$ cat src/rtl/router_pkg.sv
// router_pkg
// Shared constants for the router datapath (router_reg, router FSM and
// router_fifo): payload width, FIFO depth, where the packet length lives
// inside a header byte, and the width of the per-packet byte counter.
// No ports; imported with `import router_pkg::*;`.
package router_pkg;

    localparam int ROUTER_DATA_W  = 8;
    localparam int ROUTER_DEPTH   = 16;

    // Header byte layout: [7:2] payload length, [1:0] destination address.
    localparam int HDR_LEN_MSB    = 7;
    localparam int HDR_LEN_LSB    = 2;
    localparam int HDR_LEN_W      = HDR_LEN_MSB - HDR_LEN_LSB + 1;

    // Counter must hold payload length + 1 parity byte (max 64).
    localparam int BYTE_CNT_W     = 7;

    // Bytes still to follow a header: payload length plus the parity byte.
    function automatic logic [BYTE_CNT_W-1:0] pkt_bytes_after_hdr(
        input logic [HDR_LEN_W-1:0] len
    );
        return BYTE_CNT_W'(len) + BYTE_CNT_W'(1);
    endfunction

endpackage

$ cat src/rtl/router_fifo.sv
// router_fifo
// Per-destination output FIFO of the router. Stores each byte together with
// a header tag; on readout the tag reloads a byte counter so dout can be
// forced to 0 between packets and held within a packet.
//
// Ports
//   clk        in   clock, rising edge
//   rst        in   synchronous active-low reset
//   soft_rst   in   synchronous flush (router FSM timeout)
//   we         in   write enable
//   lfd_state  in   byte being written is a packet header
//   din        in   byte to store
//   re         in   read enable from the destination client
//   dout       out  byte delivered to the client (1-cycle read latency)
//   full       out  no free entry
//   empty      out  no stored entry
module router_fifo
    import router_pkg::*;
#(
    parameter int DATA_W = ROUTER_DATA_W,
    parameter int DEPTH  = ROUTER_DEPTH
) (
    input  logic              clk,
    input  logic              rst,
    input  logic              soft_rst,
    input  logic              we,
    input  logic              lfd_state,
    input  logic [DATA_W-1:0] din,
    input  logic              re,
    output logic [DATA_W-1:0] dout,
    output logic              full,
    output logic              empty
);

    localparam int AW = $clog2(DEPTH);
    localparam int PW = AW + 1;

    logic [PW-1:0]         wr_ptr_q, wr_ptr_d;
    logic [PW-1:0]         rd_ptr_q, rd_ptr_d;
    logic [BYTE_CNT_W-1:0] cnt_q, cnt_d;
    logic [DATA_W-1:0]     dout_q, dout_d;
    // Low for the first edge after reset release so the first accepted
    // write lands one edge later.
    logic                  ready_q;

    logic [DATA_W:0]       mem_q [DEPTH];

    logic [AW-1:0]         wr_addr, rd_addr;
    logic [DATA_W:0]       rd_entry;
    logic                  wr_en, rd_en, flush;

    assign wr_addr  = wr_ptr_q[AW-1:0];
    assign rd_addr  = rd_ptr_q[AW-1:0];
    assign rd_entry = mem_q[rd_addr];

    assign empty = (wr_ptr_q == rd_ptr_q);
    assign full  = (wr_addr == rd_addr) && (wr_ptr_q[AW] != rd_ptr_q[AW]);

    // full/empty are pre-edge values, so a simultaneous read and write
    // resolves naturally: full drops the write, empty drops the read.
    assign flush = ready_q && soft_rst;
    assign wr_en = ready_q && !soft_rst && we && !full;
    assign rd_en = ready_q && !soft_rst && re && !empty;

    always_comb begin
        wr_ptr_d = wr_ptr_q;
        rd_ptr_d = rd_ptr_q;
        cnt_d    = cnt_q;
        dout_d   = dout_q;

        if (flush) begin
            wr_ptr_d = '0;
            rd_ptr_d = '0;
            cnt_d    = '0;
            dout_d   = '0;
        end else if (ready_q) begin
            if (wr_en) begin
                wr_ptr_d = wr_ptr_q + PW'(1);
            end
            if (rd_en) begin
                rd_ptr_d = rd_ptr_q + PW'(1);
                dout_d   = rd_entry[DATA_W-1:0];
                if (rd_entry[DATA_W]) begin
                    cnt_d = pkt_bytes_after_hdr(
                                rd_entry[HDR_LEN_MSB:HDR_LEN_LSB]);
                end else if (cnt_q != '0) begin
                    cnt_d = cnt_q - BYTE_CNT_W'(1);
                end
            end else if (cnt_q == '0) begin
                // Between packets the client sees 0; inside a packet it
                // keeps seeing the last byte until it reads again.
                dout_d = '0;
            end
        end
    end

    always_ff @(posedge clk) begin
        if (!rst) begin
            wr_ptr_q <= '0;
            rd_ptr_q <= '0;
            cnt_q    <= '0;
            dout_q   <= '0;
            ready_q  <= 1'b0;
        end else begin
            wr_ptr_q <= wr_ptr_d;
            rd_ptr_q <= rd_ptr_d;
            cnt_q    <= cnt_d;
            dout_q   <= dout_d;
            ready_q  <= 1'b1;
        end
    end

    // Storage is never cleared; the pointers alone define what is valid.
    always_ff @(posedge clk) begin
        if (rst && wr_en) begin
            mem_q[wr_addr] <= {lfd_state, din};
        end
    end

    assign dout = dout_q;

endmodule

$ cat config.mk
export PLATFORM = sky130hd
export DESIGN_NAME = router_fifo
export DESIGN_NICKNAME = d
export VERILOG_FILES = /design/src/rtl/router_pkg.sv /design/src/rtl/router_fifo.sv
export SDC_FILE = /design/constraint.sdc
export NUM_CORES = 1
export LEC_CHECK = 0
export BUFFER_PORTS_ARGS = -buffer_cell sky130_fd_sc_hd__buf_2
export CAP_MARGIN = 20
export CORE_ASPECT_RATIO = 0.75
export CORE_MARGIN = 1.5
export CORE_UTILIZATION = 60
export CTS_CLUSTER_SIZE = 8
export DETAILED_ROUTE_END_ITERATION = 7
export PLACE_DENSITY_LB_ADDON = 0.05
export RECOVER_POWER = 25
export SYNTH_ARGS = -nofsm -noshare
export SYNTH_HDL_FRONTEND = slang
export SYNTH_SLANG_ARGS = --single-unit
$ cat constraint.sdc
create_clock -name clk -period 6.6 [get_ports clk]
set_input_delay 0.99 -clock clk [delete_from_list [all_inputs] [get_ports clk]]
set_output_delay 0.99 -clock clk [all_outputs]
set_load 0.05 [all_outputs]
==> results_dict.tcl, run 1 <==
set metrics [dict create \
    outcome "finished clean" \
    post_cts_buffers 0 \
    dp_hpwl_um 9120 \
    grt_pass1_vias 3746 \
    ys_seq_elements 174 \
    min_path_type "register to register" \
    cts_buffers 17 \
    cp_max_fo 13 \
    antenna-diode-count 0 \
    core_area_um2 11500 \
    grt_pass1_wl_um 22300 \
    critPathLaunchType "register" \
    syn_nets 432 \
    final_area_um2 7940 \
    drive_gt1_share_pct 21.2 \
    place_area_um2 7350 \
    numPlacedInstances 583 \
    grt_setup_unrepaired "no" \
    p_leak_uw 0.00254 \
    max_freq_mhz 333 \
    p_per_area_nw_per_um2 273 \
    post-route-min-period_ps 3000 \
    portBuffers 23 \
    worstSetupPathType "register to register" \
    clk_latency_ps 420 \
    layout_common_cells "edfxtp_1, dfxtp_1, nor2_1" \
    drv_slew 0 \
    syn-cell-area_um2 7060 \
    cp.required_ps 6640 \
    globalRouteTotalUtil_pct 25.1 \
    die_height_um 97.0 \
    grt.overflow.total 0 \
    fillers 782 \
    row_count 34 \
    start_util_pct 61.3 \
    cts.sinks 174 \
    final_common_cell "edfxtp_1" \
    period_share_pct 45.5 \
    drv_cap 0 \
    antenna_found_initial 0 \
    timing_hold_violations_final 0 \
    cts_tree "built" \
    crit_arrival_ps 3040 \
    total_power_uw 2170 \
    relSlewSlack_pct 26.0 \
    drt_iter0_markers 362 \
    cts_hold_buf 0 \
    ys_seq_area_share_pct 69.7 \
    r2r_slack_ps 3600 \
    drc 0 \
    finalWeightedCongestion 0.809 \
    final.setup_skew_ps 10.3 \
    synth_flop_cell "edfxtp_1" \
    cts_resized 0 \
    die_x_um 128 \
    vias_per_cell 6.16 \
    clk_pin_slew_ps 70 \
    setup_violations 0 \
    htree_levels 4 \
    syn2layout_area_growth_pct 12.4 \
    synth_edf_count 144 \
    synth_cell_type_count 46 \
    io_pins 24 \
    die_area_um2 12400 \
    routed_wl_um 14100 \
    drt_pass1_iterations 5 \
    ant_nets 0 \
    async_flop_share_pct 0 \
    tightest_slew_ps 1100 \
    ys_warn_count 0 \
    ir_worst_vdd_mv 0.200 \
    vias 3820 \
    final_nets 467 \
    avgSynthCellArea_um2 17.2 \
    clockBufferDepth 2 \
    synth_cells 411 \
    ctsRootBufferMaster "clkbuf_16" \
    setup_tns_ps 0 \
    stdcell_count 620 \
    grt_max_degree 37 \
    worst_setup_path_end_kind "register" \
    hold_slack_ps 475 \
    wire_per_inst_um 22.8 \
]
-- layer usage --
layer  vias to the layer above  track usage, %  share of wire (%)
li1                       1719               -                  -
met3                        15            4.98                6.2
met2                       122            34.9                 44
met1                      1964            40.0                 48
met4                         0            8.99                1.7
met5                         -               0                  0
-- synthesized netlist by cell type (3+ instances only) --
| library cell | instances | area share (%) |
|---|---|---|
| a21oi_1 | 6 | 0.43 |
| a22oi_1 | 21 | 2.2 |
| and2_1 | 5 | 0.44 |
| buf_6 | 3 | 0.48 |
| clkbuf_1 | 12 | 0.64 |
| dfxtp_1 | 30 | 8.5 |
| edfxtp_1 | 144 | 61 |
| ha_1 | 7 | 1.2 |
| inv_1 | 6 | 0.32 |
| mux2i_1 | 4 | 0.57 |
| mux4_1 | 14 | 5.2 |
| mux4_2 | 22 | 7.0 |
| nand2_1 | 23 | 1.2 |
| nand3_1 | 4 | 0.28 |
| nand4_1 | 4 | 0.35 |
| nor2_1 | 28 | 1.5 |
| nor2b_1 | 5 | 0.44 |
| nor3_1 | 5 | 0.35 |
| nor4_1 | 10 | 0.89 |
| o21ai_0 | 8 | 0.57 |
| or4_1 | 4 | 0.43 |
| xnor2_1 | 9 | 1.1 |
| xor2_1 | 7 | 0.87 |
-- flip-flops by register name, indices dropped and copies added, names as in the netlist, named ones only --
register  count
mem_q       144
dout          8
cnt_q         7
rd_ptr_q      5
wr_ptr_q      5
ready_q       1
-- path summary, 6_finish.rpt --
check	start	end	depth (start not counted)
setup reg to reg	wr_ptr_q[2]	mem_q[1][8]	5
hold reg to reg	cnt_q[6]	cnt_q[6]	2
setup / recovery	wr_ptr_q[2]	mem_q[1][8]	5
hold / removal	cnt_q[6]	cnt_q[6]	2
-- worst max-delay path, cell delays in order, from the launching register on --
cell and delay, ps:
dfxtp_1 720, xnor2_1 160, and4_1 250, and2_1 160, or2_2 410, nor4_2 920
-- cell families (layout without fill, tap and decap cells) --
kind of cell | after synthesis | in the layout | synth area share, %
multiplexers | 40 | 40 | 12.8
AND/OR/NAND/NOR | 97 | 97 | 6.94
XOR/XNOR | 16 | 16 | 1.98
AO/OA/AOI/OAI | 51 | 51 | 5.12
adder cells (fa/ha/maj) | 7 | 7 | 1.24
buffers and inverters | 26 | 73 | 2.20
flip-flops | 174 | 174 | 69.7
-- power by group --
part	internal [µW]	switching [µW]	total [µW]	leakage (µW)
Combinational	10.6	33.3	43.9	0.000743
Clock	518	413	932	0.000264
Sequential	1190	1.39	1190	0.00154
-- through the flow --
stage | utilization (%) | setup slack [ps]
CTS | 68.5 | 3530
floorplan | - | 3550
detailed placement | 63.8 | 3380
global route | 68.9 | 3420
finish | 68.9 | 3600
global placement | 63.8 | 3440
-- layout make-up --
| cell class | count | area [µm²] | share of cell area [%] |
|---|---|---|---|
| timing repair buffer | 36 | 204 | 2.57 |
| inverter | 6 | 22.5 | 0.284 |
| clock inverter | 13 | 120 | 1.51 |
| tap | 162 | 203 | 2.55 |
| multi-input combinational | 211 | 2030 | 25.6 |
| sequential | 174 | 4930 | 62.1 |
| clock buffer | 18 | 429 | 5.41 |
Note: power is estimated with default switching activity, not from simulation.
==> inputs of run 2 (changes only) <==
- clock period: 6.6 -> 3 ns (I/O delays scaled with it)
==> run 2 against run 1 <==
Hold slack lost 160 ps. Highest routed layer unchanged. Critical endpoint is now mem_q[1][7]. Maximum frequency is 17% higher. Combinational power increased by 110%. Critical path type unchanged. Largest power group unchanged. Wire length increased by 0.62%. Largest cell class unchanged. Utilization is 1.1 points higher.
==> results_dict.tcl, run 2 (synthesis gave the netlist of run 1 again) <==
set metrics [dict create \
    portBuffers 23 \
    cts_hold_buf 0 \
    die_area_um2 12400 \
    crit_path_top_delay_cell "dfxtp_1" \
    worstSetupPathType "register to register" \
    grt.overflow.total 0 \
    min_path_type "input pin to register" \
    cts_buffers 17 \
    relSlewSlack_pct 47.7 \
    fillers 768 \
    period_share_pct 85.3 \
    grt_pass1_wl_um 21900 \
    outcome "finished clean" \
    cp.required_ps 3130 \
    setup_tns_ps 0 \
    clk_latency_ps 420 \
    final_common_cell "edfxtp_1" \
    p_per_area_nw_per_um2 592 \
    start_util_pct 61.3 \
    ant_nets 0 \
    cts_resized 0 \
    wire_per_inst_um 22.5 \
    grt_setup_unrepaired "no" \
    drive_gt1_share_pct 23.6 \
    worst_setup_path_end_kind "register" \
    timing_hold_violations_final 0 \
    grt_max_degree 36 \
    drt_pass1_iterations 5 \
    dp_hpwl_um 9150 \
    row_count 34 \
    antenna_found_initial 0 \
    cp_max_fo 14 \
    drv_cap 0 \
    cpPeakStageDelay_ps 640 \
    io_pins 24 \
    globalRouteTotalUtil_pct 24.8 \
    largest-register "mem_q" \
    final_nets 479 \
    core_area_um2 11500 \
    stdcell_count 633 \
    post_cts_buffers 0 \
    cts.sinks 174 \
    crit_arrival_ps 2680 \
    drv_slew 0 \
    die_x_um 128 \
    vias 3827 \
    syn2layout_area_growth_pct 14.2 \
    grt_pass1_vias 3821 \
    setup_violations 0 \
    critPathLaunchType "register" \
    clk_pin_slew_ps 70 \
    regArea_um2 4930 \
    post-route-min-period_ps 2560 \
    p_leak_uw 0.00264 \
    finalWeightedCongestion 0.840 \
    vias_per_cell 6.05 \
    routed_wl_um 14200 \
    largest_reg_flops 144 \
    ir_worst_vdd_mv 0.546 \
    path_cells "xnor2_1 -> and4_1 -> and2_1 -> or2_2 -> nor4_2 -> buf_4" \
    htree_levels 4 \
    die_height_um 97.0 \
    clockBufferDepth 2 \
    total_power_uw 4780 \
    tightest_slew_ps 777 \
    layout_common_cells "edfxtp_1, dfxtp_1, nor2_1" \
    final.setup_skew_ps 8.19 \
    multi_input_area_um2 2030 \
    drc 0 \
    antenna-diode-count 0 \
    ctsRootBufferMaster "clkbuf_16" \
    drt_iter0_markers 344 \
    cts_tree "built" \
    numPlacedInstances 601 \
    max_freq_mhz 391 \
]
run 2: cell count changes in the layout (fill, tap and decap cells not counted), sizes merged:
cell      previous run  this run
buf                 27        41
bufinv               1         0
clkbuf              27        28
clkinvlp             2         0
inv                  7         8
run 2: path summary, 6_finish.rpt:
path                    start           to  slack [ps]  cells after the start
setup / recovery  wr_ptr_q[3]  mem_q[1][7]         440                      6
hold / removal            rst      ready_q         310                      1
setup reg to reg  wr_ptr_q[3]  mem_q[1][7]         440                      6
hold reg to reg      cnt_q[6]     cnt_q[6]         490                      2
run 2: cell type report:
type / instances / area share (%)
clock inverters: 11 / 1.01
repair buffers: 48 / 3.96
inverters: 6 / 0.279
flip-flops and latches: 174 / 61.1
clock buffers: 21 / 5.97
multi-input cells: 211 / 25.2
well taps: 162 / 2.51
run 2: critical path, delay by kind of cell, from the launching register on:
kind                   cells  cell delay (ps)
buffers and inverters      1              260
AND/OR/NAND/NOR            4             1220
XOR/XNOR                   1              140
flip-flops                 1              640
run 2: routing by layer:
metal	part of all wire, %	GRT usage (%)	vias to the layer above
met4	1.1	6.31	0
met1	46	38.0	1949
met5	0	0	-
met3	6.6	5.59	15
met2	46	36.8	116
li1	-	-	1747
run 2: through the flow:
stage	area, µm²	util, %	hold WS [ps]	setup WS (ps)
floorplan	7060	-	440	83.9
global placement	7510	65.2	464	555
detailed placement	7510	65.2	479	474
CTS	8080	70.0	231	452
global route	8070	70.0	308	250
finish	8070	70.0	315	441
run 2: report_power, final:
| group | internal (µW) | switching [µW] |
|---|---|---|
| sequential | 2620 | 3.12 |
| clock | 1160 | 907 |
| combinational | 24.2 | 66.1 |
